## src/rtl/fpu_operand_stager.sv

```systemverilog
// Converts an IEEE-754 single pair into the 1/6/25 (bias 31) FPU word format and holds it steady.
// Build option FPU_STAGER_NAN_EN: NaN keeps its mantissa and raises nan_flag instead of overflowing.
module fpu_operand_stager #(
  parameter int HOLD_CYCLES = 40
) (
  input  logic        clock,
  input  logic        reset,
  input  logic        in_valid,
  output logic        in_ready,
  input  logic [31:0] in_a,
  input  logic [31:0] in_b,
  input  logic        clear_flags,
  output logic [31:0] op_a,
  output logic [31:0] op_b,
  output logic        op_busy,
  output logic        op_done,
  output logic [3:0]  flags,
  output logic [3:0]  sticky_flags,
  output logic        nan_flag,
  output logic [1:0]  dbg_state
);
  // Handshake: a pair transfers on a rising edge where in_valid && in_ready; in_valid while
  // in_ready is low is ignored and the source must keep the pair stable until it transfers.

  localparam int CNT_W = $clog2(HOLD_CYCLES + 1);

  typedef enum logic [1:0] {IDLE = 2'd0, CONV = 2'd1, HOLD = 2'd2} state_t;

  typedef struct packed {
    logic [31:0] word;
    logic        ovf;
    logic        unf;
`ifdef FPU_STAGER_NAN_EN
    logic        nan;
`endif
  } conv_t;

  function automatic conv_t convert(input logic [31:0] x);
    conv_t       r;
    logic        s;
    logic [7:0]  e8;
    logic [22:0] f;
    logic [7:0]  eb;
    s  = x[31];
    e8 = x[30:23];
    f  = x[22:0];
    eb = e8 - 8'd96;
    r  = '0;
    r.word = {s, 31'd0};
`ifdef FPU_STAGER_NAN_EN
    if (e8 == 8'hFF && f != 23'd0) begin
      r.word = {s, 6'h3F, f, 2'b00};
      r.nan  = 1'b1;
    end else
`endif
    if (e8 > 8'd159) begin
      // Includes infinity, and NaN when the NaN option is off.
      r.word = {s, 6'h3F, 25'd0};
      r.ovf  = 1'b1;
    end else if (e8 >= 8'd96) begin
      r.word = {s, eb[5:0], f, 2'b00};
    end else if (e8 != 8'd0 || f != 23'd0) begin
      r.unf = 1'b1;
    end
    return r;
  endfunction

  state_t           state, state_nxt;
  logic [CNT_W-1:0] cnt;
  logic [31:0]      a_q, b_q;
  logic             upd_q;
  conv_t            ca, cb;

  assign ca        = convert(a_q);
  assign cb        = convert(b_q);
  assign dbg_state = state;

  always_ff @(posedge clock or posedge reset) begin
    if (reset) state <= IDLE;
    else       state <= state_nxt;
  end

  always_comb begin
    state_nxt = state;
    in_ready  = 1'b0;
    op_busy   = 1'b0;
    op_done   = 1'b0;
    case (state)
      IDLE: begin
        in_ready = 1'b1;
        if (in_valid) state_nxt = CONV;
      end
      CONV: state_nxt = HOLD;
      HOLD: begin
        op_busy = 1'b1;
        if (cnt == CNT_W'(1)) begin
          op_done   = 1'b1;
          state_nxt = IDLE;
        end
      end
      default: state_nxt = IDLE;
    endcase
  end

  always_ff @(posedge clock or posedge reset) begin
    if (reset) begin
      a_q   <= '0;
      b_q   <= '0;
      op_a  <= '0;
      op_b  <= '0;
      flags <= '0;
      cnt   <= '0;
      upd_q <= 1'b0;
    end else begin
      upd_q <= (state == CONV);
      if (state == IDLE && in_valid) begin
        a_q <= in_a;
        b_q <= in_b;
      end
      if (state == CONV) begin
        op_a  <= ca.word;
        op_b  <= cb.word;
        flags <= {ca.ovf, ca.unf, cb.ovf, cb.unf};
        cnt   <= CNT_W'(HOLD_CYCLES);
      end else if (state == HOLD) begin
        cnt <= cnt - CNT_W'(1);
      end
    end
  end

  // Sticky state folds in the pair one cycle after CONV; a same-cycle clear takes priority.
  always_ff @(posedge clock or posedge reset) begin
    if (reset)            sticky_flags <= '0;
    else if (clear_flags) sticky_flags <= '0;
    else if (upd_q)       sticky_flags <= sticky_flags | flags;
  end

`ifdef FPU_STAGER_NAN_EN
  logic nan_q;

  always_ff @(posedge clock or posedge reset) begin
    if (reset)               nan_q <= 1'b0;
    else if (state == CONV)  nan_q <= ca.nan | cb.nan;
  end

  always_ff @(posedge clock or posedge reset) begin
    if (reset)            nan_flag <= 1'b0;
    else if (clear_flags) nan_flag <= 1'b0;
    else if (upd_q)       nan_flag <= nan_flag | nan_q;
  end
`else
  assign nan_flag = 1'b0;
`endif

endmodule

```

## config.mk

```make
export PLATFORM = sky130hd
export DESIGN_NAME = fpu_operand_stager
export DESIGN_NICKNAME = d
export VERILOG_FILES = /design/src/rtl/fpu_operand_stager.sv
export SDC_FILE = /design/constraint.sdc
export NUM_CORES = 1
export LEC_CHECK = 0
export CAP_MARGIN = 10
export CORE_AREA = 4 4 120 151
export CTS_BUF_LIST = sky130_fd_sc_hd__clkbuf_4 sky130_fd_sc_hd__clkbuf_8
export CTS_CLUSTER_SIZE = 25
export DETAILED_ROUTE_END_ITERATION = 10
export DIE_AREA = 0 0 124 155
export PLACE_DENSITY = 0.65
export REMOVE_ABC_BUFFERS = 1
export SLEW_MARGIN = 10
export SYNTH_ARGS = -nofsm -noshare
export SYNTH_HDL_FRONTEND = slang
export SYNTH_SLANG_ARGS = --single-unit
```

## constraint.sdc

```tcl
create_clock -name clock -period 4.85 [get_ports clock]
set_input_delay 0.97 -clock clock [delete_from_list [all_inputs] [get_ports clock]]
set_output_delay 0.97 -clock clock [all_outputs]
set_load 0.01 [all_outputs]
```

==> run summary <==
### Outcome
- run status: finished clean

### Power and ir drop
- standby leakage power: 3.699 nW
- part of the total power dissipated in sequential elements: 54.0%
- sw power: 0.0004799 W
- IR Drop Worst-Case VDD: 0.0002013 V
- total power density per cell area: 284.6 nW/um2
- Sw Ratio: 22.08%
- clock network fraction of total power: 42.2%
- Int Pwr: 0.001694 W
- share of total power in combinational logic: 3.7%

### Global routing
- global-route wire length before repair: 21850 um
- overall routing resource usage: 14.76%
- initial antenna violation count: 0
- number of global-route vias before repair: 4131
- largest net degree at the start of global routing: 117
- Overflow after GRT: 0

### Floorplanning
- cell row count: 53
- Initial Util: 34.63%
- area of the die: 19220 um2
- number of placed I/O pins: 146
- Core Box Area: 16640 um2
- die boundary height: 155 um
- x dimension of the die: 124 um

### Worst setup path
- Critical Path Slowest Stage Cell: clkdlybuf4s50_1
- critical path startpoint category: flip-flop
- kind of capture point of the worst setup path: output port
- largest fanout on the critical path: 4
- cell depth of the worst flop-to-flop path: 6
- worst flop-to-flop path endpoint: op_a[6]
- Worst path top cell family by delay: buffers and inverters
- R2R Path Start: dbg_state[1]
- required time of the critical path: 3.88 ns
- WP buf/inv: 2
- register-to-register setup slack: 2.55 ns
- worst setup path startpoint: dbg_state[0]
- cells traversed along the worst timing path: inv_1, ha_1, and4b_1, clkdlybuf4s50_1
- highest cell delay on the worst timing path: 0.54 ns
- Worst Setup EP: op_done
- number of logic stages on the critical path including buffering: 4
- path type of the worst setup path: reg2out
- Worst EP arrival: 1.96 ns

### Detailed routing
- count of antenna-violating nets left after detailed routing: 0
- router iterations before antenna repair: 4
- drt initial violations: 159
- overall via count from detail_route: 3811
- per-cell routed wire length: 17.33 um
- drt drc: 0
- Detailed Route WL: 13520 um
- detailed-route vias per instance: 4.886

### Layout
- count of filler cells inserted in the layout: 1507
- Area Overhead vs Synth: 32.47%
- final instance area: 7636 um2
- net count of the finished layout: 620
- diode insertion count for antenna repair: 0
- share of post-route cells with drive strength above 1: 10.36%

### CTS
- register clock-pin slew on the reported worst setup and hold paths: 0.08 ns
- # hold bufs at CTS: 0
- number of setup buffers added after CTS: 0
- clock insertion delay at the later pin of the skew report: 0.43 ns
- clock buffer depth: 2
- number of levels the H-tree was split into: 4
- library cell used as clock root buffer: clkbuf_8
- clock sink count: 141
- CTS tree: built
- number of buffers created by CTS: 17
- post_cts resized: 0

### Timing
- RSZ-0062 raised after global routing: false
- max-slew violation count: 0
- final setup TNS: 0 ns
- minimum period implied by the final worst setup slack: 2.928 ns
- slew at the pin closest to its max-slew limit: 1.047 ns
- normalized max-slew margin: 30.20%
- top achievable clock speed: 341.5 MHz
- share of the cycle needed by the critical path after routing: 60.38%
- Final setup viols: 0
- Final Hold Violating Endpoints: 0
- Max Clock Skew: 0.01010 ns

### Logic synthesis
- sequential cell area fraction in the yosys report: 61.21%
- share of the synthesized area in the top cell type: 61.21%
- average size of a mapped cell: 14.09 um2
- top cells by area, synth: dfrtp_1, mux2_1, a22o_1
- most area-hungry cell type in the Yosys netlist: dfrtp_1
- dominant cell by count in the synthesized netlist: dfrtp_1
- async set-or-reset flop fraction in the synthesized netlist: 100.0%
- synthesis-stage register bit count: 141
- count of mapped cells out of synthesis: 409
- summed instance area of the synthesized netlist: 5764 um2
- top cells by count, synth: dfrtp_1, mux2_1, a22o_1
- most frequently used flop master after synthesis: dfrtp_1
- number of enable-type register cells in the synthesized netlist: 0
- distinct cell type count of the synthesized netlist: 40
- total number of yosys warnings: 0

### Placed design
- placed inst area: 7246 um2
- HPWL after DPL: 9133 um
- port buffer count: 140
- Placer Congestion: 0.7195

### Run
- max-cap violation count: 0

### Worst hold path
- class of the tightest hold or removal check: reg2reg

[flip-flops by register name, indices dropped and copies added, names as in the netlist]
register and flops:
op_b 30, op_a 30, upd_q 1, a_q 32, dbg_state 2, sticky_flags 4
cnt 6, flags 4, b_q 32
[per-stage QoR]
step                std cells  hold WS (ns)  power [W]  setup slack [ns]  utilization, %
floorplan                 386        0.4586   0.001217           0.09878               -
global placement          748        0.4672   0.001281             2.126           43.53
detailed placement        748        0.4793   0.001282             2.060           43.53
CTS                       780        0.4969   0.002202             1.877           45.88
global route              780        0.5102   0.002259             1.808           45.88
finish                    780        0.4922   0.002174             1.922           45.88
[cell families after synthesis]
| family | after synthesis | synth area share [%] |
|---|---|---|
| adder cells (fa/ha/maj) | 5 | 1.085 |
| AND/OR/NAND/NOR | 49 | 5.318 |
| AO/OA/AOI/OAI | 94 | 12.83 |
| buffers and inverters | 46 | 5.275 |
| other | 1 | 0.06506 |
| multiplexers | 73 | 14.22 |
| flip-flops | 141 | 61.21 |
[power by group through the flow]
| stage | Combinational (W) | Sequential [W] | Clock [W] |
|---|---|---|---|
| final | 0.0000815 | 0.00117 | 0.000917 |
| after floorplan | 0.0000192 | 0.00120 | 0 |
| after detailed placement | 0.0000839 | 0.00120 | 0 |
| after global placement | 0.0000827 | 0.00120 | 0 |
| after CTS | 0.0000843 | 0.00117 | 0.000944 |
| after global routing | 0.0000897 | 0.00117 | 0.000995 |
[worst min-delay path by stage]
| stage | startpoint | end | slack, ns | cells after the start |
|---|---|---|---|---|
| floorplan | a_q[31] | a_q[31] | 0.46 | 1 |
| global placement | op_b[27] | op_b[27] | 0.47 | 1 |
| detailed placement | op_b[27] | op_b[27] | 0.48 | 1 |
| CTS | op_b[27] | op_b[27] | 0.50 | 1 |
| global route | b_q[31] | b_q[31] | 0.51 | 1 |
| finish | op_b[27] | op_b[27] | 0.49 | 1 |
[area by class of cell]
cell class	instances	area, um2	share of cell area, %
clock buffer	22	302.8	3.965
clock inverter	10	87.58	1.147
inverter	19	78.83	1.032
multi-input combinational	226	1947	25.50
sequential	141	3528	46.21
tap	220	275.3	3.605
timing repair buffer	142	1416	18.55
[routing by layer]
metal | vias up | track usage, % | share of wire, %
li1 | 1757 | - | -
met1 | 1941 | 18.32 | 43
met2 | 96 | 24.39 | 50
met3 | 17 | 4.691 | 5.5
met4 | 0 | 4.697 | 1.6
met5 | - | 0 | 0
[placed cells by master, fill, tap and decap left out, types with 3 or more instances in the layout]
cell               n
a21o_1             4
a21oi_1           11
a22o_1            46
clkbuf_8          22
clkdlybuf4s50_1  140
clkinv_2           5
conb_1             5
dfrtp_1          141
ha_1               5
inv_1             16
mux2_1            60
mux2_2            11
nand2_1            4
nand3_1            3
nand4_1            4
nor2_1            11
nor4_1            14
o211ai_1           8
o21ai_0           15
No activity file was read; power rests on OpenSTA's default activity.
